File: config.mk
export PLATFORM = sky130hd
export DESIGN_NAME = imem_assembler
export DESIGN_NICKNAME = d
export VERILOG_FILES = /design/src/rtl/imem_assembler.sv
export SDC_FILE = /design/constraint.sdc
export NUM_CORES = 1
export LEC_CHECK = 0
export BUFFER_PORTS_ARGS = -buffer_cell sky130_fd_sc_hd__buf_4
export CAP_MARGIN = 15
export CORE_ASPECT_RATIO = 1.5
export CORE_UTILIZATION = 45
export CTS_BUF_LIST = sky130_fd_sc_hd__clkbuf_8
export CTS_CLUSTER_DIAMETER = 150
export DETAILED_ROUTE_END_ITERATION = 8
export GPL_TIMING_DRIVEN = 0
export PLACE_DENSITY = 0.81
export SLEW_MARGIN = 20
export SYNTH_ARGS = -nofsm -noshare
export SYNTH_HDL_FRONTEND = slang
export SYNTH_SLANG_ARGS = --single-unit
File: constraint.sdc
create_clock -name clk -period 1.6 [get_ports clk]
set_input_delay 0.08 -clock clk [delete_from_list [all_inputs] [get_ports clk]]
set_output_delay 0.08 -clock clk [all_outputs]
set_load 0.05 [all_outputs]
File: src/rtl/imem_assembler.sv
// Encodes decoded MIPS requests and writes them to instruction memory.
// Ports: clk/rst_n/clear, in_* request, im_* write, count/done/err/full.
module imem_assembler #(
  parameter int ADDR_W    = 10,
  parameter int BASE_ADDR = 0
) (
  input  logic              clk,
  input  logic              rst_n,
  input  logic              clear,
  input  logic              in_valid,
  output logic              in_ready,
  input  logic [3:0]        in_op,
  input  logic [4:0]        in_rs,
  input  logic [4:0]        in_rt,
  input  logic [4:0]        in_rd,
  input  logic [15:0]       in_imm,
  input  logic [25:0]       in_target,
  input  logic              in_last,
  output logic              im_we,
  output logic [ADDR_W-1:0] im_addr,
  output logic [31:0]       im_wdata,
  input  logic              im_ack,
  output logic [ADDR_W:0]   count,
  output logic              done,
  output logic              err,
  output logic              full
);

  typedef enum logic [1:0] {
    IDLE  = 2'd0,
    WRITE = 2'd1,
    DONE  = 2'd2
  } state_t;

  localparam logic [ADDR_W-1:0] BASE =
    ADDR_W'(BASE_ADDR);

  state_t      state;
  logic        last_q;
  logic [31:0] enc;
  logic        legal;

  function automatic logic [31:0] rtype(
    input logic [4:0] rs,
    input logic [4:0] rt,
    input logic [4:0] rd,
    input logic [5:0] fn
  );
    return {6'b000000, rs, rt, rd, 5'b0, fn};
  endfunction

  function automatic logic [31:0] itype(
    input logic [5:0]  opc,
    input logic [4:0]  rs,
    input logic [4:0]  rt,
    input logic [15:0] imm
  );
    return {opc, rs, rt, imm};
  endfunction

  always_comb begin
    enc   = 32'h0;
    legal = 1'b1;
    unique case (1'b1)
      (in_op == 4'd0):
        enc = rtype(in_rs, in_rt, in_rd, 6'b100001);
      (in_op == 4'd1):
        enc = rtype(in_rs, in_rt, in_rd, 6'b100011);
      (in_op == 4'd2):
        enc = rtype(in_rs, in_rt, in_rd, 6'b101010);
      (in_op == 4'd3):
        enc = rtype(in_rs, 5'd0, 5'd0, 6'b001000);
      (in_op == 4'd4):
        enc = itype(6'b001101, in_rs, in_rt, in_imm);
      (in_op == 4'd5):
        enc = itype(6'b000100, in_rs, in_rt, in_imm);
      (in_op == 4'd6):
        enc = {6'b000010, in_target};
      (in_op == 4'd7):
        enc = itype(6'b100011, in_rs, in_rt, in_imm);
      (in_op == 4'd8):
        enc = itype(6'b101011, in_rs, in_rt, in_imm);
      (in_op == 4'd9):
        enc = itype(6'b001111, 5'd0, in_rt, in_imm);
      (in_op == 4'd10):
        enc = itype(6'b001000, in_rs, in_rt, in_imm);
      (in_op == 4'd11):
        enc = itype(6'b001001, in_rs, in_rt, in_imm);
      (in_op == 4'd12):
        enc = {6'b000011, in_target};
      default:
        legal = 1'b0;
    endcase
  end

  assign in_ready = (state == IDLE);
  assign im_we    = (state == WRITE);
  assign done     = (state == DONE);

  always_ff @(posedge clk or negedge rst_n) begin
    if (!rst_n) begin
      state    <= IDLE;
      last_q   <= 1'b0;
      im_addr  <= BASE;
      im_wdata <= 32'h0;
      count    <= '0;
      err      <= 1'b0;
      full     <= 1'b0;
    end else if (clear) begin
      state   <= IDLE;
      last_q  <= 1'b0;
      im_addr <= BASE;
      count   <= '0;
      err     <= 1'b0;
      full    <= 1'b0;
    end else begin
      unique case (state)
        IDLE: begin
          if (in_valid) begin
            if (legal) begin
              im_wdata <= enc;
              last_q   <= in_last;
              state    <= WRITE;
            end else begin
              err <= 1'b1;
            end
          end
        end
        WRITE: begin
          if (im_ack) begin
            count <= count + 1'b1;
            // all-ones address ends the load; no wrap
            if (last_q || (&im_addr)) begin
              state <= DONE;
              full  <= &im_addr;
            end else begin
              im_addr <= im_addr + 1'b1;
              state   <= IDLE;
            end
          end
        end
        DONE: state <= DONE;
        default: state <= IDLE;
      endcase
    end
  end

endmodule

==> flow_summary.json, run 1 <==
{
  "path_buf_inv": 0,
  "dr.pass1.iters": 5,
  "hold_violations": 0,
  "dp_slack_ns": -0.161,
  "rr_worst_depth": 5,
  "placed_cells_incl_taps": 519,
  "critPathCaptureType": "flop",
  "vias_per_cell": 5.57,
  "min_path_cells": 3,
  "synth_area_mm2": 0.00306,
  "yosysSeqAreaShare_pct": 46.5,
  "start_kind": "flop",
  "timing.slew.headroom_pct": 51.2,
  "path_clk_slew_ns": 0.07,
  "p_leak_nw": 2.17,
  "insertion_delay_ns": 0.34,
  "synthTopCellsByCount": "57 x dfrtp_1, 46 x nor2_1, 24 x nand2_1, 20 x a21oi_1, 19 x o21ai_1",
  "synth_edf_count": 0,
  "wl_met3_um": 622,
  "n_fill_cell": 489,
  "synth_cell_types": 54,
  "overflow": 0,
  "grt_pass1_vias": 3035,
  "worst_clock_skew_ns": 0.00832,
  "vias": 3111,
  "syn_area_per_cell_um2": 9.58,
  "violations": "setup timing",
  "dp_hpwl_um": 6300,
  "synth_top_flop_cell": "dfrtp_1",
  "ios": 125,
  "rsz0062_at_grt": "yes",
  "hp-class": "in -> reg",
  "synth_top_area_cell": "dfrtp_1",
  "worst-path-stages": 5,
  "power.total_w": 0.00464,
  "critPathTopFamily": "flip-flops",
  "wl_met2_um": 4850,
  "maxCapViolations": 0,
  "worst_pin_slew_ns": 0.733,
  "wirelength_um": 9060,
  "crit_slowest_cell": "dfrtp_2",
  "path_max_fanout": 5,
  "grt_pass1_wl_um": 14400,
  "cp_common_cell": "and4_4",
  "setup_viol": 1,
  "wl_per_cell_um": 16.2,
  "syn_nets": 389,
  "cts_tree": "done",
  "drc": 0,
  "io_buffers": 123,
  "rows": 36,
  "drt_iter0_drc": 313,
  "async_flop_share_pct": 100,
  "instances_no_fill": 559,
  "ys_warn_count": 0,
  "antenna_found_initial": 0,
  "die_area_mm2": 0.00715,
  "diodes": 0,
  "cts_made_buffers": 9,
  "grtUsageTotal_pct": 25.8,
  "layout-drive-gt1-share_pct": 39.5,
  "arrival_ns": 1.85,
  "cts.sinks": 57,
  "grt_max_degree": 58,
  "wl_met1_um": 3340,
  "critical_path_class": "reg -> reg",
  "slowest_delay_ns": 0.43,
  "synthTopCellsByArea": "dfrtp_1 47%, nor2_1 5.6%, a21oi_1 3.3%, o21ai_1 3.1%, nand2_1 2.9%",
  "fin_ws_ns": -0.0246,
  "synth-seq-cells": 57,
  "area_delta_synth_final_pct": 49.3,
  "gp_congestion": 0.892,
  "status": "complete, but fails checks",
  "fmax_mhz": 616,
  "synth_most_common_cell": "dfrtp_1",
  "vdd_drop_max_mv": 0.722,
  "clockBufferDepth": 2,
  "fin_nets": 547,
  "dieWidth_um": 69.4,
  "coreArea_mm2": 0.00653,
  "top_layer": "met4",
  "fin_crit_sh_pct": 102,
  "power_density_mw_per_mm2": 1010,
  "maxSlewViolCount": 0,
  "multi_input_area_mm2": 0.00152,
  "ctsHtreeMaxLevel": 3,
  "seq_area_mm2": 0.00144,
  "cp.required_ns": 1.83,
  "synthCells": 320,
  "cts_root_buffer": "clkbuf_8",
  "synth_top_area_share_pct": 46.5,
  "finalCriticalPeriod_ns": 1.62,
  "crit_path_cell_trace": "ha_4 -> and4_4 -> a31oi_4 -> and4_4 -> mux2_4",
  "antenna_left": 0,
  "start_util_pct": 46.9,
  "die_h_um": 103
}
==> cells in the final DEF, fill, tap and decap left out, types with 3 or more instances in the layout <==
cell	count
dlygate4sd3_1	19
clkbuf_1	3
a221oi_1	4
o21ai_1	19
a222oi_1	5
buf_2	10
nand2b_1	3
xnor2_1	10
a21oi_1	20
dfrtp_1	44
nor2b_1	10
and3_1	4
a32oi_1	6
nor2_1	46
buf_4	132
nor3_1	5
dfrtp_2	13
nand4_1	4
buf_6	3
a221oi_2	5
a21o_1	3
nand3_1	8
mux2_1	3
and4_4	3
o31ai_1	4
inv_1	14
clkbuf_8	10
o21ai_0	7
nand2_1	24
a31oi_1	4
==> routing by layer <==
| metal | vias up | GRT usage [%] |
|---|---|---|
| li1 | 1470 | - |
| met1 | 1494 | 28.4 |
| met2 | 125 | 46.1 |
| met3 | 22 | 6.65 |
| met4 | 0 | 13.2 |
| met5 | - | 0 |
==> state kept, by name, indices dropped and copies added, names as in the netlist <==
name / cells
im_addr: 10
full: 1
count: 11
im_wdata: 31
last_q: 1
err: 1
state: 2
==> through the flow <==
stage / util [%] / cell area (um^2) / setup TNS, ns / hold WS, ns
global route: 70.1 / 4580 / -0.124 / 0.00316
global placement: 63.2 / 4130 / -0.446 / 0.183
finish: 70.1 / 4580 / -0.0246 / 0.00858
CTS: 69.7 / 4550 / -0.0576 / 0.000865
floorplan: - / 3110 / -0.839 / -0.216
detailed placement: 63.2 / 4130 / -0.500 / 0.187
==> kinds of logic (layout without fill, tap and decap cells) <==
kind of cell               after synthesis  count (layout)  synth area share (%)
and+or+nand+nor                        120             120                  20.1
AOI/OAI and AO/OA                       88              88                  21.0
DFF                                     57              57                  46.5
buffers and inverters                   33             196                  5.19
xor gates and xnor gates                12              12                  3.43
muxes                                    7               7                  2.74
adders and majority gates                2               2                 0.817
other                                    1               1                 0.122
==> report_power, final <==
part / leakage, nW / total (W) / switching [W] / internal, W
Combinational: 1.34 / 0.00160 / 0.00105 / 0.000545
Sequential: 0.719 / 0.00173 / 0.000108 / 0.00162
Clock: 0.110 / 0.00132 / 0.000579 / 0.000739
==> worst paths after layout <==
path | from | to | slack, ns
worst max register to register | im_addr[0] | im_addr[9] | -0.02
max in group asynchronous | rst_n | count[0] | 0.72
min in group asynchronous | rst_n | im_wdata[24] | 0.33
worst max-delay path | im_addr[0] | im_addr[9] | -0.02
worst min-delay path | in_rt[4] | im_wdata[20] | 0.009
worst min register to register | im_wdata[31] | im_wdata[31] | 0.49
==> what timing repair did <==
item	CTS	global route
pin swaps	5	4
hold buffers	19	0
buffers inserted	4	2
endpoints found under the setup margin	5	11
endpoints found under the hold margin	68	0
gates resized for setup	2	3
==> worst reg2reg max path: stages, from the launching register on <==
cell,delay [ns]
dfrtp_2,0.43
ha_4,0.16
and4_4,0.17
a31oi_4,0.21
and4_4,0.25
mux2_4,0.29
==> cell type report <==
type                    instances  share of cell area (%)
plain buffers                  21                    2.73
clock buffers                  10                    3.01
clock inverters                 6                    1.12
inverters                      11                   0.902
multi-input cells             230                    33.3
flip-flops and latches         57                    31.5
well taps                      76                    2.08
repair buffers                148                    25.3
No activity file was read; power rests on OpenSTA's default activity.
==> run 2: changes to the inputs <==
--- a/config.mk
+++ b/config.mk
@@ -9,7 +9,7 @@
 export CAP_MARGIN = 15
 export CORE_ASPECT_RATIO = 1.5
 export CORE_UTILIZATION = 45
-export CTS_BUF_LIST = sky130_fd_sc_hd__clkbuf_8
+export CTS_BUF_LIST = sky130_fd_sc_hd__clkbuf_4
 export CTS_CLUSTER_DIAMETER = 150
 export DETAILED_ROUTE_END_ITERATION = 8
 export GPL_TIMING_DRIVEN = 0
==> run 2 against run 1 <==
Compared with the run above: the flow still finishes with violations (setup timing); clock power shrank 19%; design area rose by 5.3%; critical path depth unchanged; first-iteration DRC count is 1.9% lower; largest power group unchanged.
==> flow_summary.json, run 2 (synthesized netlist as in run 1, its figures left out) <==
{
  "status": "complete, but fails checks",
  "violations": "setup timing",
  "ios": 125,
  "cp.required_ns": 1.89,
  "postPlaceCellArea_mm2": 0.00413,
  "timing.slew.headroom_pct": 50.4,
  "wirelength_um": 9910,
  "vdd_drop_max_mv": 0.645,
  "wl_met3_um": 620,
  "dr.pass1.iters": 5,
  "r2r_setup_slack_ns": -0.04,
  "hold_violations": 0,
  "io_buffers": 123,
  "cts.sinks": 57,
  "cts_made_buffers": 9,
  "die_h_um": 103,
  "drt_iter0_drc": 307,
  "power_density_mw_per_mm2": 931,
  "hp-class": "in -> reg",
  "whs_ns": 0.00562,
  "rows": 36,
  "regMostFlops": "im_wdata",
  "critPathCaptureType": "flop",
  "fin_crit_sh_pct": 102,
  "rr_endpoint": "im_addr[9]",
  "grt_pass1_vias": 3179,
  "maxSlewViolCount": 0,
  "reg_top3": "im_wdata (31), count (11), im_addr (10)",
  "cts_tree": "done",
  "wl_per_cell_um": 16.9,
  "final_common_cell": "buf_4",
  "antenna_left": 0,
  "dp_hpwl_um": 6300,
  "fin_ws_ns": -0.0354,
  "largest_register_ffs": 31,
  "insertion_delay_ns": 0.40,
  "top_layer": "met4",
  "worst_pin_slew_ns": 0.744,
  "antenna_found_initial": 0,
  "start_util_pct": 46.9,
  "diodes": 0,
  "wl_met1_um": 3710,
  "fin_nets": 576,
  "start_kind": "flop",
  "fmax_mhz": 611,
  "grt_max_degree": 58,
  "wl_met2_um": 5320,
  "stdcell_area_mm2": 0.00482,
  "maxCapViolations": 0,
  "area_delta_synth_final_pct": 57.3,
  "arrival_ns": 1.93,
  "path_max_fanout": 5,
  "finalCriticalPeriod_ns": 1.64,
  "grt_pass1_wl_um": 15300,
  "cts_root_buffer": "clkbuf_4",
  "vias_per_cell": 5.63,
  "layout-drive-gt1-share_pct": 38.5,
  "dieWidth_um": 69.4,
  "die_area_mm2": 0.00715,
  "path_clk_slew_ns": 0.10,
  "p_leak_nw": 2.26,
  "drc": 0,
  "clockBufferDepth": 2,
  "coreArea_mm2": 0.00653,
  "rr_worst_depth": 5,
  "worstSetupStartpoint": "im_addr[0]",
  "setup_viol": 1,
  "layout.cells.most_common_list": "135 x buf_4, 46 x nor2_1, 46 x dlygate4sd3_1, 44 x dfrtp_1, 24 x nand2_1",
  "rsz0062_at_grt": "yes",
  "post-route-util_pct": 73.8,
  "r2r-start": "im_addr[0]",
  "worst_clock_skew_ns": 0.0131,
  "overflow": 0,
  "ctsHtreeMaxLevel": 3,
  "vias": 3309,
  "cp-endpoint": "im_addr[9]",
  "critical_path_class": "reg -> reg",
  "gp_congestion": 0.892,
  "grtUsageTotal_pct": 27.2
}
==> run 2: where the power goes <==
group          internal (W)  switching (W)
clock network      0.000521       0.000550
registers           0.00162       0.000109
logic              0.000603        0.00109
==> run 2: critical path: stages, from the launching register on <==
cell and delay [ns]:
dfrtp_2 0.44, ha_4 0.16, and4_4 0.17, a31oi_4 0.22, and4_4 0.25, mux2_4 0.29
==> run 2: worst min-delay path by stage <==
stage          startpoint            to  slack, ns  cells after the start
2_1_floorplan       rst_n      count[0]      -0.22                      0
3_5_place_dp        rst_n  im_wdata[25]       0.19                      1
4_1_cts         in_imm[5]   im_wdata[5]      0.002                      3
6_report         in_rd[4]  im_wdata[15]      0.006                      3
3_3_place_gp        rst_n  im_wdata[25]       0.18                      1
5_1_grt            im_ack      state[0]       0.03                      3
==> run 2: layout make-up <==
cell class	count	area (um^2)
fill	448	1710
tap	76	95.1
inverter	11	41.3
multi-input combinational	230	1530
buffer	21	129
sequential	57	1440
clock inverter	4	43.8
timing repair buffer	177	1440
clock buffer	12	90.1
==> run 2: routing by layer <==
metal  up-vias  global-route usage (%)
li1       1532                       -
met4         0                    13.0
met3        25                    4.89
met2       176                    50.9
met5         -                       0
met1      1576                    29.8
==> run 2: metrics by stage <==
stage | cells | setup TNS [ns] | total power, W | setup slack [ns]
after detailed placement | 519 | -0.500 | 0.00330 | -0.161
final | 588 | -0.0354 | 0.00449 | -0.0354
after global placement | 519 | -0.446 | 0.00327 | -0.159
after floorplan | 320 | -0.839 | 0.00273 | -0.236
after global routing | 588 | -0.192 | 0.00465 | -0.0653
after CTS | 586 | -0.0827 | 0.00445 | -0.0420
==> run 2: what timing repair did <==
| item | in CTS | in global routing |
|---|---|---|
| resized for setup | 1 | 11 |
| endpoints found under the setup margin | 5 | 18 |
| hold buffers | 46 | 0 |
| buffers inserted | 5 | 3 |
| pin swaps | 4 | 5 |
| endpoints found under the hold margin | 81 | 0 |
==> run 3: changes to the inputs <==
--- a/config.mk
+++ b/config.mk
@@ -13,8 +13,9 @@
 export CTS_CLUSTER_DIAMETER = 150
 export DETAILED_ROUTE_END_ITERATION = 8
 export GPL_TIMING_DRIVEN = 0
-export PLACE_DENSITY = 0.81
+export PLACE_DENSITY_LB_ADDON = 0.3
 export SLEW_MARGIN = 20
 export SYNTH_ARGS = -nofsm -noshare
 export SYNTH_HDL_FRONTEND = slang
 export SYNTH_SLANG_ARGS = --single-unit
+export TNS_END_PERCENT = 20
==> constraint.sdc (replaced) <==
create_clock -name clk -period 1.6 [get_ports clk]
set_input_delay 0.16 -clock clk [delete_from_list [all_inputs] [get_ports clk]]
set_output_delay 0.16 -clock clk [all_outputs]
set_load 0.05 [all_outputs]
==> run 3 against run 2 <==
Compared with the run above: the flow still finishes with violations (setup timing); design area shrank 8.5%; via count shrank 8.0%; sequential power is essentially flat; total power shrank 3.6%; critical path depth is the same; clock skew grew 0.0047 ns; fmax shrank 0.13%; largest power group unchanged.
==> flow_summary.json, run 3 (synthesized netlist as in run 1, its figures left out) <==
{
  "status": "complete, but fails checks",
  "violations": "setup timing",
  "start_util_pct": 46.9,
  "vdd_drop_max_mv": 0.741,
  "r2r_setup_slack_ns": -0.04,
  "antenna_found_initial": 0,
  "n_fill_cell": 535,
  "finalCriticalPeriod_ns": 1.64,
  "worst_clock_skew_ns": 0.0178,
  "worstSetupStartpoint": "im_addr[1]",
  "drt_iter0_drc": 162,
  "fin_crit_sh_pct": 102,
  "dp_hpwl_um": 6210,
  "cp.required_ns": 1.87,
  "io_buffers": 123,
  "wl_per_cell_um": 15.9,
  "ctsHtreeMaxLevel": 3,
  "dr.pass1.iters": 7,
  "path_clk_slew_ns": 0.10,
  "fin_nets": 536,
  "cts_root_buffer": "clkbuf_4",
  "maxCapViolations": 0,
  "cp-endpoint": "im_addr[9]",
  "setup_viol": 2,
  "largest_register_ffs": 31,
  "crit_path_cell_trace": "ha_4 -> and4_4 -> a31oi_4 -> and4_4 -> mux2_4",
  "final_common_cell": "buf_4",
  "seq_area_mm2": 0.00144,
  "hp-class": "in -> reg",
  "path_max_fanout": 5,
  "coreArea_mm2": 0.00653,
  "vias_per_cell": 5.56,
  "rr_endpoint": "im_addr[9]",
  "diodes": 0,
  "fmax_mhz": 611,
  "drc": 0,
  "vias": 3045,
  "critical_path_class": "reg -> reg",
  "power_density_mw_per_mm2": 980,
  "r2r-start": "im_addr[1]",
  "gp_congestion": 0.849,
  "critPathCaptureType": "flop",
  "rsz0062_at_grt": "yes",
  "fin_ws_ns": -0.0376,
  "cts.sinks": 57,
  "grt_pass1_vias": 3006,
  "dp_slack_ns": -0.181,
  "regMostFlops": "im_wdata",
  "cp_common_cell": "and4_4",
  "maxSlewViolCount": 0,
  "slowest_delay_ns": 0.44,
  "reg_top3": "im_wdata (31), count (11), im_addr (10)",
  "cts_made_buffers": 9,
  "rows": 36,
  "arrival_ns": 1.90,
  "multi_input_area_mm2": 0.00153,
  "ios": 125,
  "rr_worst_depth": 5,
  "die_area_mm2": 0.00715,
  "insertion_delay_ns": 0.39,
  "instances_no_fill": 548,
  "crit_slowest_cell": "dfrtp_2",
  "layout-drive-gt1-share_pct": 40.9,
  "timing.slew.headroom_pct": 51.7,
  "antenna_left": 0,
  "wirelength_um": 8690,
  "start_kind": "flop",
  "grt_max_degree": 58,
  "dieWidth_um": 69.4,
  "die_h_um": 103,
  "area_delta_synth_final_pct": 44.0,
  "placed_cells_incl_taps": 519,
  "worst_pin_slew_ns": 0.725,
  "hold_violations": 0,
  "cts_tree": "done",
  "overflow": 0,
  "grt_pass1_wl_um": 14000,
  "clockBufferDepth": 2,
  "p_leak_nw": 2.07,
  "layout.cells.most_common_list": "131 x buf_4, 46 x nor2_1, 46 x dfrtp_1, 24 x nand2_1, 20 x a21oi_1",
  "grtUsageTotal_pct": 24.8
}
-- run 3: cell types whose count changed in the layout (fill, tap and decap cells not counted), sizes merged --
cell	delta
dlygate4sd3	-38
buf	-4
clkinvlp	+2
-- run 3: where the power goes --
group / total (W) / switching (W) / internal (W) / leakage, nW
Clock: 0.00103 / 0.000545 / 0.000484 / 0.0698
Sequential: 0.00173 / 0.000110 / 0.00161 / 0.722
Combinational: 0.00157 / 0.00104 / 0.000528 / 1.28
-- run 3: worst min path at each step --
stage | start | to | slack (ns) | depth (start not counted)
after detailed placement | rst_n | im_wdata[1] | 0.27 | 1
after floorplan | rst_n | count[0] | -0.14 | 0
after global placement | rst_n | im_wdata[1] | 0.27 | 1
after global routing | in_rt[4] | im_wdata[20] | 0.01 | 3
after CTS | in_imm[2] | im_wdata[2] | 0.003 | 3
final | in_imm[2] | im_wdata[2] | 0.02 | 3
-- run 3: cell type report --
class,count,area share [%]
clock inverter,6,1.33
clock buffer,10,1.70
sequential,57,32.6
inverter,11,0.936
multi-input combinational,230,34.6
timing repair buffer,136,23.6
buffer,22,3.01
tap,76,2.16
-- run 3: metrics by stage --
| step | hold slack (ns) | power [W] | area (um^2) | util [%] | setup TNS (ns) |
|---|---|---|---|---|---|
| final | 0.0175 | 0.00432 | 4410 | 67.5 | -0.0621 |
| after global routing | 0.0111 | 0.00452 | 4410 | 67.5 | -0.159 |
| after CTS | 0.00292 | 0.00436 | 4380 | 67.1 | -0.0800 |
| after detailed placement | 0.271 | 0.00330 | 4130 | 63.2 | -0.594 |
| after global placement | 0.270 | 0.00327 | 4130 | 63.2 | -0.516 |
| after floorplan | -0.136 | 0.00273 | 3110 | - | -0.946 |
-- run 3: metal layers --
metal,GRT usage (%),vias to the layer above,routed length (um)
met5,0,-,0
met4,12.7,0,197
met3,5.57,13,497
met2,45.9,119,4740
met1,26.6,1459,3260
li1,-,1454,-
-- run 3: repair_timing --
action,in CTS,in global routing
pin swaps,5,5
gates resized for setup,2,5
setup endpoints to repair,5,9
hold buffers,8,0
hold endpoints to repair,61,0
cloned,0,0
setup buffers,4,1
-- run 3: worst max-delay path, delay by kind of cell, from the launching register on --
kind | cells | cell delay (ns)
adders and majority gates | 1 | 0.16
muxes | 1 | 0.29
and+or+nand+nor | 2 | 0.42
AOI/OAI and AO/OA | 1 | 0.22
DFF | 1 | 0.44
